`config.mk`:
```
export PLATFORM = sky130hd
export DESIGN_NAME = pkt_arbiter
export DESIGN_NICKNAME = d
export VERILOG_FILES = /design/src/rtl/pkt_arbiter.sv
export SDC_FILE = /design/constraint.sdc
export NUM_CORES = 1
export LEC_CHECK = 0
export BUFFER_PORTS_ARGS = -buffer_cell sky130_fd_sc_hd__buf_2
export CAP_MARGIN = 10
export CORE_MARGIN = 1
export CORE_UTILIZATION = 40
export CTS_BUF_LIST = sky130_fd_sc_hd__clkbuf_8
export DETAILED_ROUTE_END_ITERATION = 10
export PLACE_DENSITY = 0.73
export SLEW_MARGIN = 20
export SYNTH_ARGS = -nofsm -noshare
export SYNTH_HDL_FRONTEND = slang
export SYNTH_SLANG_ARGS = --single-unit
```
`constraint.sdc`:
```
create_clock -name clk -period 1.47 [get_ports clk]
set_clock_uncertainty 0.15 [all_clocks]
set_input_delay 0 -clock clk [delete_from_list [all_inputs] [get_ports clk]]
set_output_delay 0 -clock clk [all_outputs]
set_load 0.01 [all_outputs]
```
`src/rtl/pkt_arbiter.sv`:
```
// pkt_arbiter: round-robin, packet-locked arbiter merging NUM_SRC Avalon-ST
// sources onto one output stream through a single output register stage.
module pkt_arbiter #(
  parameter int unsigned NUM_SRC = 2,
  parameter int unsigned DATA_W  = 64,
  parameter int unsigned EMPTY_W = 3
) (
  input  logic                       clk,
  input  logic                       reset_n,
  input  logic [NUM_SRC-1:0]         src_valid,
  output logic [NUM_SRC-1:0]         src_ready,
  input  logic [NUM_SRC-1:0]         src_sop,
  input  logic [NUM_SRC-1:0]         src_eop,
  input  logic [NUM_SRC*EMPTY_W-1:0] src_empty,
  input  logic [NUM_SRC*DATA_W-1:0]  src_data,
  output logic                       out_valid,
  output logic                       out_sop,
  output logic                       out_eop,
  output logic [EMPTY_W-1:0]         out_empty,
  output logic [DATA_W-1:0]          out_data,
  input  logic                       out_ready,
  output logic [NUM_SRC-1:0]         grant,
  output logic                       proto_err,
  output logic [NUM_SRC*16-1:0]      pkt_cnt
);

  localparam int unsigned IDX_W = (NUM_SRC > 2) ? 2 : 1;

  typedef enum logic {IDLE = 1'b0, LOCKED = 1'b1} state_e;

  state_e                state_q, state_d;
  logic [IDX_W-1:0]      rr_ptr_q, rr_ptr_d;
  logic [IDX_W-1:0]      gidx_q, gidx_d;
  logic [NUM_SRC-1:0]    grant_q, grant_d;
  logic                  first_q, first_d;
  logic                  proto_err_q, proto_err_d;
  logic                  out_valid_q, out_sop_q, out_eop_q;
  logic [EMPTY_W-1:0]    out_empty_q;
  logic [DATA_W-1:0]     out_data_q;
  logic [NUM_SRC*16-1:0] pkt_cnt_q;

  logic [NUM_SRC-1:0]    ready_c;
  logic                  pipe_ready, accept, found;
  logic                  g_valid, g_sop, g_eop;
  logic [EMPTY_W-1:0]    g_empty;
  logic [DATA_W-1:0]     g_data;
  int unsigned           cand;

  // Select the beat presented by the currently granted source.
  always_comb begin
    g_valid = 1'b0;
    g_sop   = 1'b0;
    g_eop   = 1'b0;
    g_empty = '0;
    g_data  = '0;
    for (int unsigned i = 0; i < NUM_SRC; i++) begin
      if (gidx_q == IDX_W'(i)) begin
        g_valid = src_valid[i];
        g_sop   = src_sop[i];
        g_eop   = src_eop[i];
        g_empty = src_empty[i*EMPTY_W +: EMPTY_W];
        g_data  = src_data[i*DATA_W +: DATA_W];
      end
    end
  end

  // Arbitration FSM next state, per-source ready and protocol-error detection.
  always_comb begin
    state_d     = state_q;
    rr_ptr_d    = rr_ptr_q;
    gidx_d      = gidx_q;
    grant_d     = grant_q;
    first_d     = first_q;
    ready_c     = '0;
    proto_err_d = 1'b0;
    accept      = 1'b0;
    found       = 1'b0;
    cand        = '0;
    pipe_ready  = !out_valid_q || out_ready;

    // Stray mid-packet beats from non-owners are swallowed so they cannot stall.
    for (int unsigned i = 0; i < NUM_SRC; i++) begin
      if (!grant_q[i] && src_valid[i] && !src_sop[i]) begin
        ready_c[i]  = 1'b1;
        proto_err_d = 1'b1;
      end
    end

    case (state_q)
      IDLE: begin
        for (int unsigned k = 1; k <= NUM_SRC; k++) begin
          cand = (32'(rr_ptr_q) + k) % NUM_SRC;
          for (int unsigned i = 0; i < NUM_SRC; i++) begin
            if (!found && cand == i && src_valid[i] && src_sop[i]) begin
              found      = 1'b1;
              gidx_d     = IDX_W'(i);
              grant_d    = '0;
              grant_d[i] = 1'b1;
              first_d    = 1'b1;
              state_d    = LOCKED;
            end
          end
        end
      end
      LOCKED: begin
        for (int unsigned i = 0; i < NUM_SRC; i++) begin
          if (gidx_q == IDX_W'(i)) ready_c[i] = pipe_ready;
        end
        accept = g_valid && pipe_ready;
        if (accept) begin
          first_d = 1'b0;
          if (g_sop && !first_q) proto_err_d = 1'b1;
          if (g_eop) begin
            state_d  = IDLE;
            grant_d  = '0;
            rr_ptr_d = gidx_q;
          end
        end
      end
      default: state_d = IDLE;
    endcase
  end

  // Ready is forced low while reset is held so nothing is consumed.
  assign src_ready = ready_c & {NUM_SRC{reset_n}};
  assign out_valid = out_valid_q;
  assign out_sop   = out_sop_q;
  assign out_eop   = out_eop_q;
  assign out_empty = out_empty_q;
  assign out_data  = out_data_q;
  assign grant     = grant_q;
  assign proto_err = proto_err_q;
  assign pkt_cnt   = pkt_cnt_q;

  // State, output register stage and per-source packet counters.
  always_ff @(posedge clk or negedge reset_n) begin
    if (!reset_n) begin
      state_q     <= IDLE;
      rr_ptr_q    <= IDX_W'(NUM_SRC - 1);
      gidx_q      <= '0;
      grant_q     <= '0;
      first_q     <= 1'b0;
      proto_err_q <= 1'b0;
      out_valid_q <= 1'b0;
      out_sop_q   <= 1'b0;
      out_eop_q   <= 1'b0;
      out_empty_q <= '0;
      out_data_q  <= '0;
      pkt_cnt_q   <= '0;
    end else begin
      state_q     <= state_d;
      rr_ptr_q    <= rr_ptr_d;
      gidx_q      <= gidx_d;
      grant_q     <= grant_d;
      first_q     <= first_d;
      proto_err_q <= proto_err_d;
      if (accept) begin
        out_valid_q <= 1'b1;
        out_sop_q   <= g_sop;
        out_eop_q   <= g_eop;
        out_empty_q <= g_empty;
        out_data_q  <= g_data;
      end else if (out_ready) begin
        out_valid_q <= 1'b0;
      end
      if (accept && g_eop) begin
        for (int unsigned i = 0; i < NUM_SRC; i++) begin
          if (gidx_q == IDX_W'(i)) pkt_cnt_q[i*16 +: 16] <= pkt_cnt_q[i*16 +: 16] + 16'd1;
        end
      end
    end
  end

endmodule

```
==> key figures <==
Status
  – Status: finished, violations left
  – Failing checks: setup timing

Placement
  – Dpl ws: -0.207 ns
  – Buffers on Ports: 249
  – Dpl cells: 901
  – Post-DP HPWL: 9270 um
  – GP Congestion: 0.767
  – Dpl cell area: 6810 um^2

Floorplanning
  – Num ports: 250
  – Initial Util: 41.5%
  – Std cell rows: 40
  – Die Height: 114 um
  – Overall die width: 114 um
  – Die area: 13000 um^2
  – CORE AREA: 12100 um^2

STA
  – Final Hold Viols: 0
  – Final Cycle Share: 127%
  – Slew Limit Fails: 0
  – Slew @ Worst Pin: 0.616 ns
  – Final WS setup: -0.397 ns
  – # setup viols final: 107
  – Peak Freq: 536 MHz
  – RSZ-0062 raised after global routing: true
  – Worst slew margin: 57.7%
  – Setup TNS: -21.61 ns
  – Min Tclk post-route: 1.87 ns
  – Hold_ws: 0.000204 ns

Routing
  – WL/cell: 20.3 um
  – Total routed wirelength: 22300 um
  – Avg Vias per Cell: 5.22
  – DRC: 0
  – Final antenna-violating net count: 0
  – First-pass DRT Iterations: 4
  – Total number of vias: 5745
  – DRT iter0 DRCs: 293

Flow run
  – Maxcap violations: 0

Synth
  – Yosys warns: 0
  – Largest family of logic cells by synthesized area: multiplexers
  – Cell Area, Synth: 5020 um^2
  – Post-synth EDFFs: 0
  – Synthesized area per cell: 10.8 um^2
  – Register bit count reported by yosys: 109
  – Xor/xnor cell area share of the yosys netlist: 5.23%
  – Synth area leader: dfrtp_1
  – Ys async rst share: 100%
  – Post-synthesis simple-gate area fraction: 14.0%
  – Top post-synthesis cells by area: dfrtp_1 54%, mux2i_1 14%, o21ai_0 6.8%
  – Dominant synthesized flop cell: dfrtp_1
  – Post-synthesis mux area share: 14.2%
  – Adder-Cell Fraction of Synth Area: 0.498%
  – Post-synth net total: 611
  – Sequential-to-total area share from yosys stat: 54.3%
  – Unique cell type count in the Yosys netlist: 39
  – Syn Inst Count: 466
  – Synth Area in Compound Gates: 8.47%
  – Share of the synthesized area in the top cell type: 53.8%

Clock tree
  – Worst-Skew Late Latency: 0.37 ns
  – CTS tree: yes
  – H-tree level count: 3
  – CTS root buf: clkbuf_8
  – CTS buffer count: 9
  – Clock Tree Buf Depth: 2
  – Clk slew on worst S/H paths: 0.10 ns
  – CTS Sinks: 109

Setup path
  – CP endpoint kind: register
  – CP peak stage delay: 0.52 ns
  – WP buf/inv: 3
  – Most used cell, CP: buf_12
  – Slowest cell on crit path: dfrtp_4
  – Crit-path max FO: 8
  – CP top delay family: flip-flops
  – Worst setup SP type: register
  – Arr. time, crit path: 2.01 ns
  – CP required: 1.61 ns
  – Kind of critical path: register to register
  – Worst path cell trace: mux2_4, nand3_4, buf_12, buf_12, clkbuf_16, nand2_1, o21ai_1

Final layout
  – Share of layout cells above drive strength 1: 54.5%
  – Final nets: 1070
  – Final Util: 82.0%
  – Post-route cell area: 9930 um^2
  – Fillers: 653
  – Syn-to-layout area delta: 97.7%
  – Final cell count without fillers: 1100

GRT
  – Gr usage total: 29.4%
  – Congestion Overflow GR: 0
  – Vias in the first global route: 5969
  – Antenna violations before repair: 0
  – First-pass GRT wire length: 29500 um
  – Largest net degree at the start of global routing: 110

Power and ir drop
  – Static leakage: 5.08 nW
  – Tot Pwr: 17.5 mW
  – VDD IR max: 1130 uV
  – PwrDens: 1760 nW/um^2

Hold path
  – HP Class: input port to register
==> synth_stat cells (all sizes together) (4+ instances only) <==
master,count
and4,4
mux2i,68
dfrtp,108
xor2,14
clkbuf,7
nand2,85
nor3,7
nand3,14
xnor2,16
buf,19
nand4,11
o21ai,68
nor2,7
==> cell families after synthesis <==
| kind of cell | Yosys count |
|---|---|
| and+or+nand+nor | 146 |
| DFF | 109 |
| AOI/OAI and AO/OA | 79 |
| muxes | 71 |
| xor gates and xnor gates | 30 |
| buffers and inverters | 29 |
| adders and majority gates | 2 |
==> cell type report <==
cell class                 count  area [um^2]  area share (%)
clock buffer                   9          124            1.25
sequential                   109         2740            27.6
tap                          168          210            2.12
inverter                       3         11.3           0.113
timing repair buffer         473         3740            37.7
antenna                        2         5.00          0.0504
multi-input combinational    329         2970            29.9
clock inverter                 7          138            1.39
==> registers in the layout, summed over array words and instances, names as in the netlist <==
signal     count
first_q        1
gidx_q         1
grant          2
out_data      64
out_empty      3
out_eop        1
out_sop        1
out_valid      1
pkt_cnt       32
proto_err      1
rr_ptr_q       1
state_q        1
==> worst reg2reg max path, stage by stage (launching register included) <==
cell	delay, ns
dfrtp_4	0.52
mux2_4	0.34
nand3_4	0.13
buf_12	0.14
buf_12	0.14
clkbuf_16	0.18
nand2_1	0.08
o21ai_1	0.11
==> metal layers <==
metal  GRT usage (%)  vias up  part of all wire, %
met2            50.3      336                   52
met5               0        -                    0
met4            17.2        0                  4.4
li1                -     2538                    -
met1            34.0     2784                   37
met3            6.56       87                  6.6
==> cells in the final DEF, fill, tap and decap left out, types with 4 or more instances in the layout <==
cell type | synthesis | final
buf_16 | 0 | 7
nand3_1 | 14 | 8
nand2_1 | 85 | 24
nand2_2 | 0 | 24
nand4_1 | 11 | 11
bufinv_16 | 0 | 4
clkbuf_8 | 0 | 9
mux2i_1 | 68 | 67
nand3_4 | 0 | 4
clkbuf_16 | 0 | 11
nor2_1 | 7 | 4
buf_4 | 9 | 50
buf_2 | 9 | 248
nand2_4 | 0 | 37
o21ai_2 | 0 | 45
o21ai_1 | 0 | 20
nor3_4 | 0 | 7
buf_6 | 1 | 8
dfrtp_1 | 108 | 104
buf_12 | 0 | 6
xor2_1 | 14 | 14
xnor2_1 | 16 | 15
dlygate4sd3_1 | 0 | 140
==> repair_timing <==
item	4_1_cts	5_1_grt
endpoints found under the hold margin	187	0
setup endpoints to repair	109	108
setup buffers	17	8
pin swaps	27	77
gates resized for setup	64	169
hold buffers	140	0
gates cloned	8	11
==> power breakdown <==
part           total (mW)  leakage, nW  switching (mW)  internal (mW)
Clock                2.37        0.129            1.07           1.30
Combinational        9.91         3.57            4.99           4.92
Sequential           5.24         1.38            1.09           4.15
==> path summary, 6_finish.rpt <==
path	end	slack, ns	depth (start not counted)	startpoint
min reg2reg	pkt_cnt[31]	0.33	1	pkt_cnt[31]
max in group asynchronous	pkt_cnt[5]	0.54	3	reset_n
min	out_valid	0.0002	4	out_ready
max	out_data[45]	-0.40	7	gidx_q
max reg2reg	out_data[45]	-0.40	7	gidx_q
min in group asynchronous	grant[0]	0.08	3	reset_n
Note: power is estimated with default switching activity, not from simulation.
